**src/rtl/lc3b_ctrl_sequencer.sv**
```systemverilog
// ---------------------------------------------------------------------------
// lc3b_ctrl_sequencer
//
// Multi-cycle control sequencer for the LC-3b datapath. One decoded
// instruction is accepted at a time, then stepped through EXEC, optional
// memory phases (MEM1, MEM2 for indirect access) and an optional writeback
// phase. Memory phases wait on a variable-latency mem_resp and abort after
// MAX_MEM_WAIT cycles without a response.
//
// Handshake: an instruction transfers on any rising edge where
// instr_valid && instr_ready. instr_ready is high only in IDLE while flush is
// low. The opcode and mode bits are captured on that edge, and the
// instruction is executed from the captured copy.
//
// Ports:
//   clk, rst            clock, synchronous active-high reset
//   instr_valid/ready   instruction handshake
//   opcode              4-bit LC-3b opcode
//   imm_bit             IR[5]  ADD/AND immediate select, SHF arithmetic select
//   shf_dir             IR[4]  0 shift left, 1 shift right
//   jsr_bit             IR[11] 1 JSR (PC-relative), 0 JSRR (register)
//   flush               abandon the current instruction, return to IDLE
//   mem_resp            memory access complete this cycle
//   aluop               ALU operation (add/and/not/pass/sll/srl/sra)
//   *_sel               datapath mux selects
//   mem_read/mem_write  memory request
//   load_*              register load strobes
//   busy                sequencer not in IDLE
//   illegal_op          one-cycle pulse after an illegal opcode's EXEC
//   mem_error           one-cycle pulse after a memory timeout
//   fsm_state           current FSM state, for observation
// ---------------------------------------------------------------------------
module lc3b_ctrl_sequencer #(
  parameter int unsigned MAX_MEM_WAIT    = 15,
  parameter bit          ENABLE_INDIRECT = 1'b1
) (
  input  logic       clk,
  input  logic       rst,
  input  logic       instr_valid,
  output logic       instr_ready,
  input  logic [3:0] opcode,
  input  logic       imm_bit,
  input  logic       shf_dir,
  input  logic       jsr_bit,
  input  logic       flush,
  input  logic       mem_resp,
  output logic [2:0] aluop,
  output logic       sr2mux_sel,
  output logic       addr1mux_sel,
  output logic       memaddrmux_sel,
  output logic       destmux_sel,
  output logic       jsrmux_sel,
  output logic [1:0] addr2mux_sel,
  output logic       mem_read,
  output logic       mem_write,
  output logic       load_regfile,
  output logic       load_cc,
  output logic       load_pc,
  output logic       load_mar_indirect,
  output logic       busy,
  output logic       illegal_op,
  output logic       mem_error,
  output logic [2:0] fsm_state
);

  // FSM states
  localparam logic [2:0] S_IDLE = 3'd0;
  localparam logic [2:0] S_EXEC = 3'd1;
  localparam logic [2:0] S_MEM1 = 3'd2;
  localparam logic [2:0] S_MEM2 = 3'd3;
  localparam logic [2:0] S_WB   = 3'd4;

  // LC-3b opcodes
  localparam logic [3:0] OP_BR   = 4'b0000;
  localparam logic [3:0] OP_ADD  = 4'b0001;
  localparam logic [3:0] OP_LDB  = 4'b0010;
  localparam logic [3:0] OP_STB  = 4'b0011;
  localparam logic [3:0] OP_JSR  = 4'b0100;
  localparam logic [3:0] OP_AND  = 4'b0101;
  localparam logic [3:0] OP_LDR  = 4'b0110;
  localparam logic [3:0] OP_STR  = 4'b0111;
  localparam logic [3:0] OP_RTI  = 4'b1000;
  localparam logic [3:0] OP_NOT  = 4'b1001;
  localparam logic [3:0] OP_LDI  = 4'b1010;
  localparam logic [3:0] OP_STI  = 4'b1011;
  localparam logic [3:0] OP_JMP  = 4'b1100;
  localparam logic [3:0] OP_SHF  = 4'b1101;
  localparam logic [3:0] OP_LEA  = 4'b1110;
  localparam logic [3:0] OP_TRAP = 4'b1111;

  // ALU operations
  localparam logic [2:0] ALU_ADD  = 3'd0;
  localparam logic [2:0] ALU_AND  = 3'd1;
  localparam logic [2:0] ALU_NOT  = 3'd2;
  localparam logic [2:0] ALU_PASS = 3'd3;
  localparam logic [2:0] ALU_SLL  = 3'd4;
  localparam logic [2:0] ALU_SRL  = 3'd5;
  localparam logic [2:0] ALU_SRA  = 3'd6;

  // Wait-counter value reached in the last allowed cycle of a request.
  localparam logic [7:0] WAIT_LAST = 8'(MAX_MEM_WAIT - 1);

  logic [2:0] state;
  logic [2:0] next_state;
  logic [7:0] wait_cnt;
  logic [3:0] op_q;
  logic       imm_q;
  logic       shf_q;
  logic       jsr_q;

  logic handshake;
  logic is_load_direct;
  logic is_store_direct;
  logic is_indirect;
  logic is_illegal;
  logic mem_active;
  logic wait_expired;
  logic entering_mem;

  assign instr_ready = (state == S_IDLE) && !flush;
  assign handshake   = instr_valid && instr_ready;
  assign busy        = (state != S_IDLE);
  assign fsm_state   = state;

  assign is_load_direct  = (op_q == OP_LDR) || (op_q == OP_LDB);
  assign is_store_direct = (op_q == OP_STR) || (op_q == OP_STB);
  assign is_indirect     = (op_q == OP_LDI) || (op_q == OP_STI);
  assign is_illegal      = (op_q == OP_RTI) || (is_indirect && !ENABLE_INDIRECT);

  assign mem_active   = (state == S_MEM1) || (state == S_MEM2);
  // A response in the last allowed cycle wins over the timeout.
  assign wait_expired = mem_active && !mem_resp && (wait_cnt == WAIT_LAST);
  assign entering_mem = ((next_state == S_MEM1) && (state != S_MEM1)) ||
                        ((next_state == S_MEM2) && (state != S_MEM2));

  // Next-state logic; flush overrides every transition.
  always_comb begin
    next_state = state;
    case (state)
      S_IDLE: begin
        if (handshake) next_state = S_EXEC;
      end
      S_EXEC: begin
        if (is_illegal) begin
          next_state = S_IDLE;
        end else if (is_load_direct || is_store_direct || is_indirect ||
                     (op_q == OP_TRAP)) begin
          next_state = S_MEM1;
        end else begin
          next_state = S_IDLE;
        end
      end
      S_MEM1: begin
        if (mem_resp) begin
          if (is_load_direct)   next_state = S_WB;
          else if (is_indirect) next_state = S_MEM2;
          else                  next_state = S_IDLE;
        end else if (wait_expired) begin
          next_state = S_IDLE;
        end
      end
      S_MEM2: begin
        if (mem_resp) begin
          if (op_q == OP_LDI) next_state = S_WB;
          else                next_state = S_IDLE;
        end else if (wait_expired) begin
          next_state = S_IDLE;
        end
      end
      S_WB:    next_state = S_IDLE;
      default: next_state = S_IDLE;
    endcase
    if (flush) next_state = S_IDLE;
  end

  always_ff @(posedge clk) begin
    if (rst) begin
      state      <= S_IDLE;
      wait_cnt   <= 8'd0;
      op_q       <= 4'd0;
      imm_q      <= 1'b0;
      shf_q      <= 1'b0;
      jsr_q      <= 1'b0;
      illegal_op <= 1'b0;
      mem_error  <= 1'b0;
    end else begin
      state <= next_state;
      if (handshake) begin
        op_q  <= opcode;
        imm_q <= imm_bit;
        shf_q <= shf_dir;
        jsr_q <= jsr_bit;
      end
      if (entering_mem) begin
        wait_cnt <= 8'd0;
      end else if (mem_active && !mem_resp) begin
        wait_cnt <= wait_cnt + 8'd1;
      end
      // Error pulses are suppressed when the cycle is flushed.
      illegal_op <= (state == S_EXEC) && is_illegal && !flush;
      mem_error  <= wait_expired && !flush;
    end
  end

  // Control outputs: decoded from state and captured fields, with the
  // response-dependent strobes in MEM1 and the flush gating of load strobes.
  always_comb begin
    aluop             = ALU_ADD;
    sr2mux_sel        = 1'b0;
    addr1mux_sel      = 1'b0;
    addr2mux_sel      = 2'b00;
    memaddrmux_sel    = 1'b0;
    destmux_sel       = 1'b0;
    jsrmux_sel        = 1'b0;
    mem_read          = 1'b0;
    mem_write         = 1'b0;
    load_regfile      = 1'b0;
    load_cc           = 1'b0;
    load_pc           = 1'b0;
    load_mar_indirect = 1'b0;

    case (state)
      S_EXEC: begin
        if (!is_illegal) begin
          case (op_q)
            OP_ADD, OP_AND: begin
              aluop        = (op_q == OP_ADD) ? ALU_ADD : ALU_AND;
              sr2mux_sel   = imm_q;
              load_regfile = 1'b1;
              load_cc      = 1'b1;
            end
            OP_NOT: begin
              aluop        = ALU_NOT;
              load_regfile = 1'b1;
              load_cc      = 1'b1;
            end
            OP_SHF: begin
              if (!shf_q)     aluop = ALU_SLL;
              else if (imm_q) aluop = ALU_SRA;
              else            aluop = ALU_SRL;
              load_regfile = 1'b1;
              load_cc      = 1'b1;
            end
            OP_LEA: begin
              addr2mux_sel = 2'b10;
              load_regfile = 1'b1;
              load_cc      = 1'b1;
            end
            OP_BR: begin
              addr2mux_sel = 2'b10;
              load_pc      = 1'b1;
            end
            OP_JMP: begin
              addr1mux_sel = 1'b1;
              load_pc      = 1'b1;
            end
            OP_JSR: begin
              destmux_sel  = 1'b1;
              jsrmux_sel   = jsr_q;
              load_regfile = 1'b1;
              load_pc      = 1'b1;
            end
            OP_LDR, OP_LDB, OP_STR, OP_STB, OP_LDI, OP_STI: begin
              addr1mux_sel = 1'b1;
              addr2mux_sel = 2'b01;
            end
            OP_TRAP: begin
              destmux_sel  = 1'b1;
              load_regfile = 1'b1;
            end
            default: aluop = ALU_PASS;
          endcase
        end
      end
      S_MEM1: begin
        mem_read       = is_load_direct || is_indirect || (op_q == OP_TRAP);
        mem_write      = is_store_direct;
        memaddrmux_sel = (op_q == OP_TRAP);
        if (mem_resp) begin
          load_mar_indirect = is_indirect;
          load_pc           = (op_q == OP_TRAP);
        end
      end
      S_MEM2: begin
        mem_read  = (op_q == OP_LDI);
        mem_write = (op_q == OP_STI);
      end
      S_WB: begin
        load_regfile = 1'b1;
        load_cc      = 1'b1;
      end
      default: ;
    endcase

    if (flush) begin
      load_regfile      = 1'b0;
      load_cc           = 1'b0;
      load_pc           = 1'b0;
      load_mar_indirect = 1'b0;
    end
  end

endmodule

```
**config.mk**
```make
export PLATFORM = sky130hd
export DESIGN_NAME = lc3b_ctrl_sequencer
export DESIGN_NICKNAME = d
export VERILOG_FILES = /design/src/rtl/lc3b_ctrl_sequencer.sv
export SDC_FILE = /design/constraint.sdc
export NUM_CORES = 1
export LEC_CHECK = 0
export ABC_AREA = 1
export CAP_MARGIN = 20
export CELL_PAD_IN_SITES_DETAIL_PLACEMENT = 0
export CELL_PAD_IN_SITES_GLOBAL_PLACEMENT = 1
export CORE_AREA = 5 5 59 61
export CTS_CLUSTER_DIAMETER = 30
export DETAILED_ROUTE_END_ITERATION = 16
export DIE_AREA = 0 0 64 66
export DONT_BUFFER_PORTS = 1
export HOLD_SLACK_MARGIN = 0.12
export PLACE_DENSITY_LB_ADDON = 0.25
export SLEW_MARGIN = 30
export SYNTH_ARGS = -nofsm -noshare
export SYNTH_HDL_FRONTEND = slang
export SYNTH_SLANG_ARGS = --single-unit
```
**constraint.sdc**
```tcl
create_clock -name clk -period 2.9 [get_ports clk]
set_input_delay 0.29 -clock clk [delete_from_list [all_inputs] [get_ports clk]]
set_output_delay 0.29 -clock clk [all_outputs]
set_load 0.02 [all_outputs]
```
==> results.yml <==
status:
  status: "finished, final reports clean"
timing:
  skew_ns: 0.00452
  rsz0062_at_grt: "false"
  hold_viol: 0
  fin_crit_sh_pct: 80.5
  fmax_mhz: 428
  max_slew.worst_pin.slew_ns: 0.686
  setup_viol: 0
  report.final.slew_viol_count: 0
  setup_tns_ns: 0
  holdWs_ns: 0.160
  finalCriticalPeriod_ns: 2.34
  slew_headroom_pct: 53.8
grt:
  grt-ovfl-total: 0
  antenna_found_initial: 0
  track_usage_pct: 15.1
  grt_pass1_wl_mm: 5.07
  grt_pass1_vias: 1092
  grt_start_max_net_pins: 14
min_path:
  hp-class: "in -> reg"
power:
  power_density_nw_per_um2: 416
  switching_share_pct: 23.9
  p_switching_uw: 138
  p_leak_uw: 0.000549
  fin_total_pwr_uw: 578
  clockPowerShare_pct: 39.4
  irDropWorstVdd_uv: 349
  p_int_uw: 440
  seq_power_share_pct: 50.3
  p_comb_share_pct: 10.2
final_layout:
  synthToLayoutAreaGrowth_pct: 11.4
  stdcell_count: 218
  drive_above_1_share_pct: 22.2
  fin_util_pct: 47.5
  diodes: 0
  fin_nets: 200
  n_fill_cell: 304
die:
  rows: 20
  initial_core_util_pct: 42.6
  core-area_sq_um: 2930
  fp.dieW_microns: 64
  ioPinCount: 35
  die_height_microns: 66
  design.die.area_sq_um: 4220
routing:
  wl_met2_mm: 1.33
  wl_mm: 2.87
  ant_nets: 0
  top_layer: "met4"
  wire_per_inst_microns: 13.2
  drt_iter0_drc: 52
  post-route-drc-count: 0
  routed-via-count: 1102
  dr.pass1.iters: 4
  wl_met1_mm: 1.35
  viasPerCell: 5.06
  wl_met3_microns: 172
yosys:
  yosys.cell_types.count: 32
  synth_edf_count: 0
  syn_nets: 190
  synth_warnings: 0
  ys_seq_area_share_pct: 32.1
  syn_avg_cell_area_sq_um: 7.09
  ys_seq_elements: 20
  netlist_area_sq_um: 1250
  syn_inst: 176
  synth_ff_type: "dfxtp_1"
  synthArstFlopShare_pct: 0
flow_run:
  maxCapViolCount: 0
placed_design:
  place_inst: 210
  routabilityCongestion: 0.865
  io_buffers: 0
  dpl.hpwl_mm: 2.27
clocking:
  numCtsBuffers: 3
  clock-sinks: 20
  cts_tree: "done"
  cts-root-buf: "clkbuf_4"
  htree_levels: 1
  cts_resized: 0
  cts.path.max_buffers: 2
  clk_pin_slew_ns: 0.12
  clk_latency_ns: 0.30
worst_setup_path:
  path_max_fanout: 6
  required_ns: 2.61
  endpoint_kind: "primary output"
  crit_path_start_kind: "flop"
  arrival_ns: 2.05
  path_class: "reg -> out"
[placed cells by master, fill, tap and decap left out, drive strengths merged]
| cell type | Yosys | layout |
|---|---|---|
| nor2 | 35 | 35 |
| inv | 32 | 32 |
| nand2 | 31 | 31 |
| dfxtp | 20 | 20 |
| o21ai | 13 | 13 |
| a21oi | 11 | 11 |
| nor3 | 8 | 8 |
| nand3 | 5 | 5 |
| xor2 | 4 | 4 |
| dlygate4sd3 | 0 | 4 |
| clkbuf | 0 | 3 |
| buf | 2 | 3 |
| nor4 | 3 | 3 |
| a2111oi | 2 | 2 |
| ha | 2 | 2 |
| clkinv | 1 | 1 |
| a22oi | 1 | 1 |
| o211ai | 1 | 1 |
| a31oi | 1 | 1 |
| o22ai | 1 | 1 |
| nand3b | 1 | 1 |
| or2 | 1 | 1 |
| xnor2 | 1 | 1 |
| bufinv | 0 | 1 |
[routing by layer]
metal,vias to the layer above,GRT usage (%)
met3,4,4.76
met1,489,18.8
met5,-,0
met4,0,3.12
li1,578,-
met2,31,25.4
[what timing repair did]
action / in CTS / in global routing
hold buffers: 4 / 0
buffers inserted: 0 / 0
endpoints found under the hold margin: 6 / 0
[cell families (layout without fill, tap and decap cells)]
| kind of cell | count (synthesis) | in the layout | synth area share (%) |
|---|---|---|---|
| buf+inv | 35 | 44 | 11.4 |
| xor+xnor | 5 | 5 | 3.51 |
| compound gates | 30 | 30 | 13.2 |
| simple gates | 84 | 84 | 37.7 |
| fa+ha+maj | 2 | 2 | 2.01 |
| flops | 20 | 20 | 32.1 |
[final cells by class]
cell class | count | area, sq um | share of cell area [%]
clock inverter | 1 | 30.0 | 2.16
timing repair buffer | 7 | 62.6 | 4.50
inverter | 33 | 126 | 9.09
multi-input combinational | 121 | 707 | 50.9
sequential | 20 | 400 | 28.8
clock buffer | 3 | 22.5 | 1.62
tap | 33 | 41.3 | 2.97
[through the flow]
stage,area [sq um],setup slack [ns]
2_1_floorplan,1250,0.606
3_3_place_gp,1300,0.941
3_5_place_dp,1300,0.904
4_1_cts,1390,0.540
5_1_grt,1390,0.369
6_report,1390,0.564
[power by group through the flow]
stage	sequential, uW	combinational, uW	clock (uW)
6_report	291	59.2	228
5_1_grt	293	67.6	251
4_1_cts	291	59.4	237
3_5_place_dp	297	53.1	0
3_3_place_gp	297	52.9	0
2_1_floorplan	295	46.3	0
[Yosys cell counts, types with 3 or more instances]
| library cell | count | area [sq um] |
|---|---|---|
| a21oi_1 | 11 | 55.1 |
| inv_2 | 4 | 15.0 |
| dfxtp_1 | 20 | 400 |
| nor2_1 | 22 | 82.6 |
| nand2_2 | 6 | 37.5 |
| nor2_2 | 11 | 68.8 |
| o21ai_0 | 13 | 65.1 |
| nand3_2 | 3 | 30.0 |
| xor2_1 | 4 | 35.0 |
| inv_1 | 27 | 101 |
| nor3_1 | 6 | 30.0 |
| nand2_1 | 23 | 86.3 |
[sequential cells by signal, indices dropped and copies added (netlist names)]
signal / cells
wait_cnt: 8
op_q: 4
fsm_state: 3
illegal_op: 1
imm_q: 1
jsr_q: 1
mem_error: 1
shf_q: 1
[final timing paths]
check	slack [ns]	startpoint	end	cells past startpoint
worst min register to register	0.47	jsr_q$_SDFFE_PP0P_	jsr_q$_SDFFE_PP0P_	2
worst max register to register	1.22	fsm_state[0]$_SDFF_PP0_	wait_cnt[5]$_SDFFE_PP0P_	9
worst max-delay path	0.56	fsm_state[1]$_SDFF_PP0_	load_pc	4
worst min-delay path	0.16	flush	fsm_state[2]$_SDFF_PP0_	3
[worst max-delay path, stage by stage (launching register included)]
cell and delay [ns]:
dfxtp_1 0.64, nand3_2 0.17, nor2_1 0.44, a22oi_1 0.17, nor2_1 0.33
(Power assumes the default switching activity.)
